File: config.mk
export PLATFORM = sky130hd
export DESIGN_NAME = reg_bus_arbiter
export DESIGN_NICKNAME = d
export VERILOG_FILES = /design/src/rtl/reg_bus_pkg.sv /design/src/rtl/rr_arb2.sv /design/src/rtl/reg_bus_arbiter.sv
export SDC_FILE = /design/constraint.sdc
export NUM_CORES = 1
export LEC_CHECK = 0
export CORE_MARGIN = 8
export CORE_UTILIZATION = 43
export DETAILED_ROUTE_END_ITERATION = 8
export PLACE_DENSITY = 0.79
export SLEW_MARGIN = 10
export SYNTH_ARGS = -nofsm -noshare
export SYNTH_HDL_FRONTEND = slang
export SYNTH_SLANG_ARGS = --single-unit
File: constraint.sdc
create_clock -name clock -period 2 [get_ports clock]
set_input_delay 0.4 -clock clock [delete_from_list [all_inputs] [get_ports clock]]
set_output_delay 0.4 -clock clock [all_outputs]
set_load 0.01 [all_outputs]
File: src/rtl/reg_bus_pkg.sv
// rtl/reg_bus_pkg.sv - shared types, register map constants and access rules for the register bus arbiter
package reg_bus_pkg;

    localparam int REG_ADDR_W = 6;
    localparam int REG_DATA_W = 8;

    typedef enum logic [1:0] {
        ST_IDLE = 2'd0,
        ST_XFER = 2'd1,
        ST_RESP = 2'd2,
        ST_ACK  = 2'd3
    } bus_state_e;

    localparam logic [REG_ADDR_W-1:0] BCAST_ALL      = 6'h01;
    localparam logic [REG_ADDR_W-1:0] BCAST_ROT      = 6'h02;
    localparam logic [REG_ADDR_W-1:0] BCAST_DRV      = 6'h03;
    localparam logic [REG_ADDR_W-1:0] DRIVE0_CONTROL = 6'h04;
    localparam logic [REG_ADDR_W-1:0] LED_TEST       = 6'h25;
    localparam logic [REG_ADDR_W-1:0] REG_MAX_ADDR   = LED_TEST;

    // Status/angle registers that the register file never accepts writes to.
    function automatic logic is_read_only(input logic [REG_ADDR_W-1:0] addr);
        case (addr)
            6'h05, 6'h07, 6'h09, 6'h0B, 6'h0D, 6'h0F,
            6'h10, 6'h12, 6'h14, 6'h15, 6'h17, 6'h19,
            6'h1A, 6'h1C, 6'h1E, 6'h1F, 6'h24: is_read_only = 1'b1;
            default:                          is_read_only = 1'b0;
        endcase
    endfunction

endpackage

File: src/rtl/rr_arb2.sv
// rtl/rr_arb2.sv - two-input round-robin grant selection holding the last tie winner
module rr_arb2 (
    input  logic       clock,
    input  logic       reset,
    input  logic [1:0] req_i,
    input  logic       take_i,
    output logic       grant_o
);

    logic last_grant_q;
    logic last_grant_d;

    always_comb begin
        if (req_i == 2'b11) begin
            grant_o = ~last_grant_q;
        end else begin
            grant_o = req_i[1] & ~req_i[0];
        end
    end

    // Only a contested grant moves the pointer; it decides the next tie.
    always_comb begin
        last_grant_d = last_grant_q;
        if (take_i && (req_i == 2'b11)) begin
            last_grant_d = grant_o;
        end
    end

    always_ff @(posedge clock) begin
        if (reset) begin
            last_grant_q <= 1'b1;
        end else begin
            last_grant_q <= last_grant_d;
        end
    end

endmodule

File: src/rtl/reg_bus_arbiter.sv
// rtl/reg_bus_arbiter.sv - serialises host bridge and supervisor accesses onto the register file port
module reg_bus_arbiter #(
    parameter int                ADDR_W   = 6,
    parameter int                DATA_W   = 8,
    parameter logic [ADDR_W-1:0] MAX_ADDR = ADDR_W'('h25)
) (
    input  logic              clock,
    input  logic              reset,
    input  logic              r0_req,
    input  logic              r0_we,
    input  logic [ADDR_W-1:0] r0_addr,
    input  logic [DATA_W-1:0] r0_wdata,
    output logic              r0_ack,
    output logic              r0_err,
    output logic [DATA_W-1:0] r0_rdata,
    input  logic              r1_req,
    input  logic              r1_we,
    input  logic [ADDR_W-1:0] r1_addr,
    input  logic [DATA_W-1:0] r1_wdata,
    output logic              r1_ack,
    output logic              r1_err,
    output logic [DATA_W-1:0] r1_rdata,
    output logic [ADDR_W-1:0] reg_address,
    output logic              reg_write_en,
    output logic [DATA_W-1:0] reg_wr_data,
    output logic              reg_read_en,
    input  logic [DATA_W-1:0] reg_rd_data,
    output logic              busy
);
    import reg_bus_pkg::*;

    bus_state_e        state_q, state_d;
    logic              cmd_we_q, cmd_we_d;
    logic [ADDR_W-1:0] cmd_addr_q, cmd_addr_d;
    logic [DATA_W-1:0] cmd_wdata_q, cmd_wdata_d;
    logic              cmd_id_q, cmd_id_d;
    logic              cmd_illegal_q, cmd_illegal_d;
    logic [DATA_W-1:0] r0_rdata_q, r0_rdata_d;
    logic [DATA_W-1:0] r1_rdata_q, r1_rdata_d;

    logic              take;
    logic              grant_id;
    logic              sel_we;
    logic [ADDR_W-1:0] sel_addr;
    logic [DATA_W-1:0] sel_wdata;

    assign take = (state_q == ST_IDLE) && (r0_req || r1_req);

    rr_arb2 u_arb (
        .clock   (clock),
        .reset   (reset),
        .req_i   ({r1_req, r0_req}),
        .take_i  (take),
        .grant_o (grant_id)
    );

    assign sel_we    = grant_id ? r1_we    : r0_we;
    assign sel_addr  = grant_id ? r1_addr  : r0_addr;
    assign sel_wdata = grant_id ? r1_wdata : r0_wdata;

    always_ff @(posedge clock) begin
        if (reset) begin
            state_q       <= ST_IDLE;
            cmd_we_q      <= 1'b0;
            cmd_addr_q    <= '0;
            cmd_wdata_q   <= '0;
            cmd_id_q      <= 1'b0;
            cmd_illegal_q <= 1'b0;
            r0_rdata_q    <= '0;
            r1_rdata_q    <= '0;
        end else begin
            state_q       <= state_d;
            cmd_we_q      <= cmd_we_d;
            cmd_addr_q    <= cmd_addr_d;
            cmd_wdata_q   <= cmd_wdata_d;
            cmd_id_q      <= cmd_id_d;
            cmd_illegal_q <= cmd_illegal_d;
            r0_rdata_q    <= r0_rdata_d;
            r1_rdata_q    <= r1_rdata_d;
        end
    end

    // ACK always returns to IDLE, so a req still held after ack is sampled afresh.
    always_comb begin
        state_d = state_q;
        case (state_q)
            ST_IDLE: if (r0_req || r1_req) state_d = ST_XFER;
            ST_XFER: state_d = ST_RESP;
            ST_RESP: state_d = ST_ACK;
            ST_ACK:  state_d = ST_IDLE;
            default: state_d = ST_IDLE;
        endcase
    end

    always_comb begin
        cmd_we_d      = cmd_we_q;
        cmd_addr_d    = cmd_addr_q;
        cmd_wdata_d   = cmd_wdata_q;
        cmd_id_d      = cmd_id_q;
        cmd_illegal_d = cmd_illegal_q;
        r0_rdata_d    = r0_rdata_q;
        r1_rdata_d    = r1_rdata_q;
        if (take) begin
            cmd_we_d      = sel_we;
            cmd_addr_d    = sel_addr;
            cmd_wdata_d   = sel_wdata;
            cmd_id_d      = grant_id;
            cmd_illegal_d = (sel_addr > MAX_ADDR) ||
                            (sel_we && ((sel_addr == '0) || is_read_only(sel_addr)));
        end
        // Register file read data lands one cycle after the strobe, i.e. in RESP.
        if ((state_q == ST_RESP) && !cmd_we_q) begin
            if (cmd_id_q) begin
                r1_rdata_d = cmd_illegal_q ? '0 : reg_rd_data;
            end else begin
                r0_rdata_d = cmd_illegal_q ? '0 : reg_rd_data;
            end
        end
    end

    always_comb begin
        reg_address  = '0;
        reg_write_en = 1'b0;
        reg_read_en  = 1'b0;
        reg_wr_data  = '0;
        r0_ack       = 1'b0;
        r0_err       = 1'b0;
        r1_ack       = 1'b0;
        r1_err       = 1'b0;
        busy         = (state_q != ST_IDLE);
        case (state_q)
            ST_XFER: begin
                if (!cmd_illegal_q) begin
                    reg_address  = cmd_addr_q;
                    reg_write_en = cmd_we_q;
                    reg_read_en  = !cmd_we_q;
                    reg_wr_data  = cmd_we_q ? cmd_wdata_q : '0;
                end
            end
            ST_ACK: begin
                r0_ack = !cmd_id_q;
                r0_err = !cmd_id_q && cmd_illegal_q;
                r1_ack = cmd_id_q;
                r1_err = cmd_id_q && cmd_illegal_q;
            end
            default: ;
        endcase
    end

    assign r0_rdata = r0_rdata_q;
    assign r1_rdata = r1_rdata_q;

endmodule

==> out/summary.txt <==
DR vias: 2021
Combinational group share of total power: 0.457
Fin crit period: 1.95 ns
Crit path DAT: 2.13 ns
Area of the core: 0.00435 mm^2
Clk slew on worst S/H paths: 0.07 ns
Synth area leaders: dfxtp_1, mux2i_1, nand2_1, a211oi_1, a21oi_1
Area Growth Syn to Fin: 54.1%
PD cells: 917 mW/mm^2
CTS tree: done
TNS Setup: 0 ns
Yosys Warn Count: 0
Crit Reg-Reg Endpoint: cmd_illegal_q
Initial antenna violation count: 0
Starting density of the core: 0.446
Sequential fraction of the synthesis area: 0.371
Layout cells sized above 1: 0.153
Syn Inst Count: 240
Hold Crit Class: reg -> reg
Iter 0 DRT Violations: 59
Worst-margin pin slew: 0.477 ns
FFs w/ async S/R, synth: 0
DR WL/cell: 14.5 um
Crit path kind: in -> reg
DP HPWL: 4360 um
Startpoint types: input port
Synth top cells by count: nand2_1, dfxtp_1, nor2_1
RSZ-0062 raised after global routing: no
Multi-input gate area in the final layout: 0.00115 mm^2
Worst-Skew Late Latency: 0.29 ns
Vias in the first global route: 1974
Synthesized area per cell: 8.10 um^2
Final hold violations: 0
Antenna diode count: 0
DP Cell Count: 384
Sw power: 991 uW
Max Cap Viol: 0
Clock share of power: 0.178
Worst r2r src: u_arb.last_grant_q
Finish-stage setup viols: 0
HP Start: cmd_addr_q[5]
Crit path max fanout: 3
Unique masters post-synth: 40
Die extent in y: 83.2 um
Fmax: 514 MHz
Number of nets in the layout: 387
Fillers: 373
Drt pass-1 iters: 4
Sw Ratio: 0.361
Netlist Area Pre-Place: 0.00194 mm^2
Pwr Total: 2.74 mW
Ys flop type: dfxtp_1
Htree depth: 2
CTS Root Cell: clkbuf_8
Sinks on the clock net: 36
Largest net degree at the start of global routing: 29
Syn Nets: 287
LEAKAGE: 1.25 nW
Reg2reg path depth: 5
Worst Hold Depth: 2
EDFF count, synth: 0
Max-slew headroom: 0.679
Outcome: completed
Placement row count: 24
Gr usage total: 0.161
VDD IR max: 0.000462 V
Kind of end point of the critical path: flop
Flop-to-flop setup slack: 0.31 ns
Die X: 83.2 um
Ports: 79
Crit share post-route: 0.973
Grt total ovfl: 0
TritonCTS buffer count: 5
Count leader, synth: nand2_1
Sequential standard cell area: 722 um^2
PortBufs: 78
DR vias/cell: 5.16
Post-Layout Cell Count: 392
Top cell type's share of synthesized area: 0.371
Drt total wl: 5680 um
Hold endpoint: cmd_addr_q[5]
Worst Path Required: 2.18 ns
Slew Limit Fails: 0
Clock Tree Buf Depth: 2
Die Area: 0.00693 mm^2
DRC: 0
Synthesized flop and latch total: 36
First-pass GRT wire length: 9450 um
Detail Route Antenna Nets: 0
Fin Clk Skew: 0.00455 ns
Hold buffers post-CTS: 0
Int Power: 1.75 mW
Area leader, netlist: dfxtp_1
RePlAce Congestion: 0.900
Sequential share of power: 0.365
-- cells by family after synthesis --
group                    after synthesis  share of synthesized area
AND/OR/NAND/NOR                      111                      0.285
XOR/XNOR                               1                    0.00451
AO/OA/AOI/OAI                         52                      0.178
flip-flops                            36                      0.371
adder cells (fa/ha/maj)                5                     0.0322
multiplexers                          17                     0.0901
buffers and inverters                 18                     0.0393
-- worst max-delay path: stages --
cell and delay [ns]:
clkdlybuf4s50_1 0.46, a21boi_4 0.20, mux2i_2 0.30, a31oi_1 0.11, or3_1 0.35, a211o_1 0.30
-- through the flow --
stage                     hold slack [ns]  instance area (um^2)  setup slack, ns   util
after CTS                           0.453                  3030         0.000264  0.695
after global placement              0.442                  2950           -0.220  0.678
after global routing                0.476                  2990          0.00129  0.688
after detailed placement            0.443                  2950           -0.262  0.678
final                               0.450                  2990           0.0540  0.688
after floorplan                     0.432                  1940            0.258      -
-- registers in the layout, summed over array words and instances (netlist names) --
name / count
cmd_addr_q: 6
cmd_id_q: 1
cmd_illegal_q: 1
cmd_wdata_q: 8
cmd_we_q: 1
r0_rdata: 8
r1_rdata: 8
state_q: 2
u_arb.last_grant_q: 1
-- worst max-delay path by stage --
stage | start | end
after floorplan | r1_req | cmd_illegal_q
after global placement | r1_req | cmd_illegal_q
after detailed placement | r1_req | cmd_illegal_q
after CTS | state_q[1] | reg_wr_data[5]
after global routing | state_q[1] | reg_address[3]
final | r0_req | cmd_illegal_q
-- final cells by class --
type	instances	area share
clock inverter	1	0.00167
tap	52	0.0217
sequential	36	0.241
multi-input combinational	186	0.385
inverter	3	0.00376
clock buffer	6	0.0242
timing repair buffer	108	0.322
-- timing repair --
item	4_1_cts	5_1_grt
gates resized for setup	31	22
setup endpoints to repair	21	17
buffers inserted	0	0
cloned	1	0
-- routing by layer --
metal | share of wire | global-route usage | vias up
met5 | 0 | 0 | -
met3 | 0.047 | 0.0430 | 7
met4 | 0.018 | 0.0719 | 0
li1 | - | - | 1040
met1 | 0.42 | 0.175 | 929
met2 | 0.51 | 0.284 | 45
-- layout by cell type (no fill, tap or decap), types with 5 or more instances in the layout --
master           Yosys  layout
clkdlybuf4s50_1      0      56
nand2_1             40      40
dfxtp_1             36      35
buf_4                2      29
nor2_1              24      24
a21oi_1             19      19
a211oi_1            17      17
mux2i_1             15      15
nor2b_1             11      10
clkbuf_2             0      10
and3_1               9       9
and2_1               8       8
clkdlybuf4s15_1      0       6
ha_1                 5       5
clkbuf_8             0       5
dlygate4sd2_1        0       5
-- power groups by stage --
stage / Combinational [mW] / Clock (mW) / Sequential [mW]
final: 1.25 / 0.488 / 1.00
after global routing: 1.39 / 0.532 / 1.02
after CTS: 1.27 / 0.497 / 1.00
after detailed placement: 1.27 / 0 / 1.01
after global placement: 1.24 / 0 / 1.00
after floorplan: 0.681 / 0 / 0.991
Note: power is estimated with default switching activity, not from simulation.
